[config.mk]
export PLATFORM = sky130hd
export DESIGN_NAME = m72_sample_port_flat
export DESIGN_NICKNAME = d
export VERILOG_FILES = /design/src/rtl/m72_sample_port_if.sv /design/src/rtl/m72_sample_port.sv /design/src/flat_wrapper.sv
export SDC_FILE = /design/constraint.sdc
export NUM_CORES = 1
export LEC_CHECK = 0
export ABC_AREA = 1
export CAP_MARGIN = 10
export CELL_PAD_IN_SITES_DETAIL_PLACEMENT = 0
export CELL_PAD_IN_SITES_GLOBAL_PLACEMENT = 1
export CORE_ASPECT_RATIO = 0.9
export CORE_MARGIN = 3
export CORE_UTILIZATION = 37
export CTS_CLUSTER_SIZE = 10
export DETAILED_ROUTE_END_ITERATION = 8
export GPL_ROUTABILITY_DRIVEN = 0
export GPL_TIMING_DRIVEN = 1
export PLACE_DENSITY = 0.95
export SLEW_MARGIN = 20
export SYNTH_ARGS = -nofsm -noshare
export SYNTH_HDL_FRONTEND = slang
export SYNTH_SLANG_ARGS = --single-unit
[constraint.sdc]
create_clock -name CLK_32M -period 3.6 [get_ports CLK_32M]
set_input_delay 0.36 -clock CLK_32M [delete_from_list [all_inputs] [get_ports CLK_32M]]
set_output_delay 0.36 -clock CLK_32M [all_outputs]
set_load 0.005 [all_outputs]
[src/rtl/m72_sample_port_if.sv]
// Sound-CPU I/O bus and sample-ROM fetch port of the M72 sample player.
// slave = sample port side, master = CPU/ROM side.
interface m72_sample_port_if #(
    parameter int ADDR_W = 18
) ();
    logic [7:0]        io_addr;
    logic [7:0]        io_din;
    logic              io_req;
    logic              io_rd;
    logic              io_wr;
    logic [7:0]        io_dout;
    logic              io_dout_valid;
    logic [ADDR_W-1:0] rom_addr;
    logic              rom_req;
    logic              rom_ack;
    logic [7:0]        rom_data;

    modport slave (
        input  io_addr, io_din, io_req, io_rd, io_wr, rom_ack, rom_data,
        output io_dout, io_dout_valid, rom_addr, rom_req
    );

    modport master (
        output io_addr, io_din, io_req, io_rd, io_wr, rom_ack, rom_data,
        input  io_dout, io_dout_valid, rom_addr, rom_req
    );
endinterface

[src/rtl/m72_sample_port.sv]
// M72 sample port: ROM address latch, auto-incrementing prefetched read port, 8-bit DAC.
// Latency: trigger -> rom_req 1 clk, rom_ack -> io_dout 1 clk; ROM side held by rom_req until rom_ack.
module m72_sample_port #(
    parameter logic [7:0] IO_BASE = 8'h80,
    parameter int         ADDR_W  = 18
) (
    input  logic                CLK_32M,
    input  logic                reset,
    m72_sample_port_if.slave    bus,
    output logic [15:0]         sample_out,
    output logic                busy
);
    localparam logic [7:0] A_LO  = IO_BASE;
    localparam logic [7:0] A_HI  = IO_BASE + 8'd1;
    localparam logic [7:0] A_DAC = IO_BASE + 8'd2;
    localparam logic [7:0] A_RD  = IO_BASE + 8'd4;
    localparam logic [ADDR_W-1:0] MID_MASK = ADDR_W'(32'h0000_1FE0);
    localparam logic [ADDR_W-1:0] HI_MASK  = ~ADDR_W'(32'h0000_1FFF);

    typedef enum logic [1:0] {ST_IDLE, ST_FETCH, ST_GAP} state_t;

    state_t            state, state_nxt;
    logic [ADDR_W-1:0] sample_addr, sample_addr_nxt;
    logic [7:0]        data_buf;
    logic              restart, restart_nxt;
    logic              req_nxt;
    logic              issue, take;
    logic              wr_sel, rd_sel, wr_sel_q, rd_sel_q;
    logic              wr_ev, rd_end, wr_lo, wr_hi, wr_dac, rd_step, trigger;

    assign wr_sel = bus.io_req & bus.io_wr &
                    ((bus.io_addr == A_LO) | (bus.io_addr == A_HI) |
                     (bus.io_addr == A_DAC) | (bus.io_addr == A_RD));
    assign rd_sel = bus.io_req & bus.io_rd & (bus.io_addr == A_RD);

    // Z80 strobes last many clocks: act once per access on the edges.
    assign wr_ev   = wr_sel & ~wr_sel_q;
    assign rd_end  = rd_sel_q & ~rd_sel;
    assign wr_lo   = wr_ev & (bus.io_addr == A_LO);
    assign wr_hi   = wr_ev & (bus.io_addr == A_HI);
    assign wr_dac  = wr_ev & (bus.io_addr == A_DAC);
    assign rd_step = rd_end & ~wr_ev;
    assign trigger = wr_lo | wr_hi | rd_step;

    assign bus.io_dout       = data_buf;
    assign bus.io_dout_valid = rd_sel;

    always_comb begin
        sample_addr_nxt = sample_addr;
        if (wr_lo)
            sample_addr_nxt = (sample_addr & HI_MASK) | (ADDR_W'(bus.io_din) << 5);
        else if (wr_hi)
            sample_addr_nxt = (sample_addr & MID_MASK) | (ADDR_W'(bus.io_din) << 13);
        else if (rd_step)
            sample_addr_nxt = sample_addr + ADDR_W'(1);
    end

    // A trigger during a fetch never aborts the handshake; it marks the
    // result stale and the fetch is reissued after the ack.
    always_comb begin
        state_nxt   = state;
        req_nxt     = bus.rom_req;
        restart_nxt = restart;
        issue       = 1'b0;
        take        = 1'b0;
        case (state)
            ST_IDLE: begin
                if (trigger) begin
                    state_nxt   = ST_FETCH;
                    req_nxt     = 1'b1;
                    restart_nxt = 1'b0;
                    issue       = 1'b1;
                end
            end
            ST_FETCH: begin
                if (bus.rom_ack) begin
                    req_nxt = 1'b0;
                    if (restart | trigger) begin
                        state_nxt   = ST_GAP;
                        restart_nxt = 1'b0;
                    end else begin
                        state_nxt = ST_IDLE;
                        take      = 1'b1;
                    end
                end else if (trigger) begin
                    restart_nxt = 1'b1;
                end
            end
            ST_GAP: begin
                state_nxt = ST_FETCH;
                req_nxt   = 1'b1;
                issue     = 1'b1;
            end
            default: state_nxt = ST_IDLE;
        endcase
    end

    always_ff @(posedge CLK_32M) begin
        if (reset) begin
            state        <= ST_IDLE;
            restart      <= 1'b0;
            busy         <= 1'b0;
            bus.rom_req  <= 1'b0;
            bus.rom_addr <= '0;
            sample_addr  <= '0;
            data_buf     <= 8'h00;
            sample_out   <= 16'h0000;
            wr_sel_q     <= 1'b0;
            rd_sel_q     <= 1'b0;
        end else begin
            state       <= state_nxt;
            restart     <= restart_nxt;
            busy        <= (state_nxt != ST_IDLE);
            bus.rom_req <= req_nxt;
            sample_addr <= sample_addr_nxt;
            wr_sel_q    <= wr_sel;
            rd_sel_q    <= rd_sel;
            if (issue)
                bus.rom_addr <= sample_addr_nxt;
            if (take)
                data_buf <= bus.rom_data;
            if (wr_dac)
                sample_out <= {bus.io_din ^ 8'h80, 8'h00};
        end
    end
endmodule

[src/flat_wrapper.sv]
// flat-port wrapper written by rule: the top's interface ports become plain ports
module m72_sample_port_flat 
#(
    parameter logic [7:0] IO_BASE = 8'h80,
    parameter int         ADDR_W  = 18
)
  (CLK_32M, reset, sample_out, busy, bus_io_addr, bus_io_din, bus_io_req, bus_io_rd, bus_io_wr, bus_rom_ack, bus_rom_data, bus_io_dout, bus_io_dout_valid, bus_rom_addr, bus_rom_req);
  m72_sample_port_if #(.ADDR_W(ADDR_W)) bus_i ();
  input  logic CLK_32M;
  input  logic reset;
  output logic [15:0] sample_out;
  output logic busy;
  input wire logic [$bits(bus_i.io_addr)-1:0] bus_io_addr;
  input wire logic [$bits(bus_i.io_din)-1:0] bus_io_din;
  input wire logic [$bits(bus_i.io_req)-1:0] bus_io_req;
  input wire logic [$bits(bus_i.io_rd)-1:0] bus_io_rd;
  input wire logic [$bits(bus_i.io_wr)-1:0] bus_io_wr;
  input wire logic [$bits(bus_i.rom_ack)-1:0] bus_rom_ack;
  input wire logic [$bits(bus_i.rom_data)-1:0] bus_rom_data;
  output wire logic [$bits(bus_i.io_dout)-1:0] bus_io_dout;
  output wire logic [$bits(bus_i.io_dout_valid)-1:0] bus_io_dout_valid;
  output wire logic [$bits(bus_i.rom_addr)-1:0] bus_rom_addr;
  output wire logic [$bits(bus_i.rom_req)-1:0] bus_rom_req;
  assign bus_i.io_addr = bus_io_addr;
  assign bus_i.io_din = bus_io_din;
  assign bus_i.io_req = bus_io_req;
  assign bus_i.io_rd = bus_io_rd;
  assign bus_i.io_wr = bus_io_wr;
  assign bus_i.rom_ack = bus_rom_ack;
  assign bus_i.rom_data = bus_rom_data;
  assign bus_io_dout = bus_i.io_dout;
  assign bus_io_dout_valid = bus_i.io_dout_valid;
  assign bus_rom_addr = bus_i.rom_addr;
  assign bus_rom_req = bus_i.rom_req;
  m72_sample_port #(.IO_BASE(IO_BASE), .ADDR_W(ADDR_W)) u_core (.CLK_32M(CLK_32M), .reset(reset), .bus(bus_i), .sample_out(sample_out), .busy(busy));
endmodule
==> results.cfg <==
[cts]
hold_buffers = 0
htreeDepth = 3
cts.sinks = 59
clockBufferDepth = 2
cts_inserted_buffers = 9
cts.reportedPaths.clkPinSlew_ps = 60
tritoncts = built
cts_setup_buffers = 0
ctsRootBufferMaster = clkbuf_8
insertion_delay_ps = 340
cts_resized = 0

[setup_path]
reg2regPathDepth = 9
max_stage_delay_ps = 440
cp_cell_sequence = clkdlybuf4s50_1 -> inv_2 -> nand2_1 -> nor3_2 -> nand2_1 -> nand2_2 -> nand3_4 -> nand2_4 -> nand3_1 -> nand2_1 -> buf_4 -> nand2_1 -> nand2_1 -> nor2_1
endpoint_kind = flop
cpLargestDelayFamily = simple AND/OR/NAND/NOR gates
path_buf_inv = 3
slowest_stage = clkdlybuf4s50_1
crit_cells = 14
crit_fanout = 36
required_ps = 3830
arrival_ps = 2640
critPathKind = input pin to flop
cp_common_cell = nand2_1
startpoint_type = input pin

[floorplanning]
io_pins = 75
die_area_um2 = 9410
initial_core_util_pct = 39.2
core-area_um2 = 7810
die_h_um = 92.3
die_x_um = 102
num_rows = 30

[final_layout]
final_common_cell = nand2_1
final_cell_area_um2 = 3960
area_delta_synth_final_pct = 29.2
multi_input_area_um2 = 1560
fill_cells = 793
drive_gt1_share_pct = 6.08
nNetsFinal = 569
final_cell_mix = nand2_1, nor2_1, clkdlybuf4s50_1
diodes = 0
final-seq-area_um2 = 1180

[grt]
grt_pass1_vias = 2668
grt_max_degree = 37
grt-ovfl-total = 0
grt_pass1_wl_um = 11900
antenna_found_initial = 0
grt.total_usage_pct = 15.9

[sta]
worst_pin_slew_ps = 717
worst_clock_skew_ps = 7.54
finalWorstSetupSlack_ps = 1190
slew-limit-headroom_pct = 52.2
finalSetupViolCount = 0
drv_slew = 0
fmax_mhz = 414
finalCritPeriodShare_pct = 67.0
setup_tns_ps = 0
rsz0062_at_grt = no
period_needed_ps = 2410
hold_viol = 0

[routing]
totalWireLength_um = 7220
wl_per_cell_um = 11.3
drt_iter0_drc = 146
dr.pass1.iters = 5
drc = 0
via_per_inst = 4.55
via_count = 2909
final_antenna_net_count = 0

[logic_synthesis]
ys_seq_area_share_pct = 38.5
ys_ff_latch = 59
synth_cell_types = 29
syn_avg_cell_area_um2 = 6.45
synth-edff-count = 0
synth_cells = 475
ys_warn_count = 0
ys_async_sr_fraction_pct = 0
syn-cell-area_um2 = 3060
synth_flop_cell = dfxtp_1

[outcome]
outcome = complete, no violations

[power_and_ir_drop]
ir_drop_v = 0.000137
power.switching_mw = 0.292
p_comb_share_pct = 4.8
leakage_nw = 1.77
seqPwrFrac_pct = 48.3
p_int_mw = 1.06
power.share.clock_pct = 46.9
powerDensity_nw_per_um2 = 342
sw_frac_of_total_pct = 21.6

[worst_hold_path]
hp-class = flop to flop
hold_depth = 2

[placement]
io_buffers = 66
hpwl_um = 5270
postPlaceCellArea_um2 = 3750
pre_cts_ws_ps = 837

[flow_run]
maxCapViolCount = 0
[per-layer routing]
metal	vias to the layer above	GRT usage, %	wire (um)
met3	9	4.89	375
met5	-	0	0
met4	0	5.25	57
met2	68	24.3	3260
li1	1569	-	-
met1	1263	21.2	3520
[worst register-to-register path, stage by stage (launching register included)]
cell and delay (ps):
dfxtp_1 300, inv_1 110, nand3_4 250, nand2_4 310, nand3_1 110, nand2_1 110
buf_4 350, nand2_1 110, nand2_1 80, nor2_1 60
[registers in the layout, summed over array words and instances, names as in the netlist, 2 cells and up]
| signal | count |
|---|---|
| u_core.bus.io_dout | 8 |
| u_core.sample_out | 8 |
| u_core.sample_addr | 18 |
| u_core.state | 2 |
| u_core.bus.rom_addr | 18 |
[synthesized netlist by cell type, types with 4 or more instances]
cell type	instances	area [um^2]
nand2_1	148	556
nor2_1	78	293
dfxtp_1	59	1180
inv_1	51	191
nand3_1	40	200
a21oi_1	33	165
buf_4	9	67.6
xnor2_1	9	78.8
clkbuf_1	7	26.3
xor2_1	5	43.8
and2_1	4	25.0
buf_2	4	20.0
inv_2	4	15.0
[metrics by stage]
step	power, mW	utilization [%]	hold slack (ps)	std cells
after detailed placement	0.733	48.0	459	623
after global placement	0.732	48.0	452	623
after CTS	1.37	50.7	467	639
after floorplan	0.699	-	454	482
final	1.35	50.7	463	639
after global routing	1.41	50.7	494	639
[power groups by stage]
stage	sequential, mW	combinational (mW)	clock, mW
2_1_floorplan	0.669	0.0301	0
3_3_place_gp	0.669	0.0638	0
3_5_place_dp	0.669	0.0645	0
4_1_cts	0.654	0.0646	0.654
5_1_grt	0.653	0.0712	0.681
6_report	0.654	0.0644	0.635
[cells by family after synthesis]
logic type	after synthesis	share of synthesized area, %
and+or+nand+nor	286	39.6
buffers and inverters	78	11.3
DFF	59	38.5
AOI/OAI and AO/OA	36	5.96
xor gates and xnor gates	14	4.00
adders and majority gates	1	0.408
other	1	0.122
[area by class of cell]
type                            instances  area share, %
Clock inverter                          4           1.20
Multi-Input combinational cell        345           39.5
Clock buffer                           12           4.17
Timing Repair Buffer                   68           17.1
Inverter                               55           5.21
Sequential cell                        59           29.8
Tap cell                               96           3.03
[final timing paths]
check | start | to | slack [ps]
worst max-delay path | bus_io_addr[0] | u_core.bus.rom_addr[13] | 1190
worst min-delay path | u_core.bus.io_dout[1] | u_core.bus.io_dout[1] | 460
worst max register to register | u_core.wr_sel_q | u_core.bus.rom_addr[13] | 1710
worst min register to register | u_core.bus.io_dout[1] | u_core.bus.io_dout[1] | 460
Power figures use the tool's default switching activity.
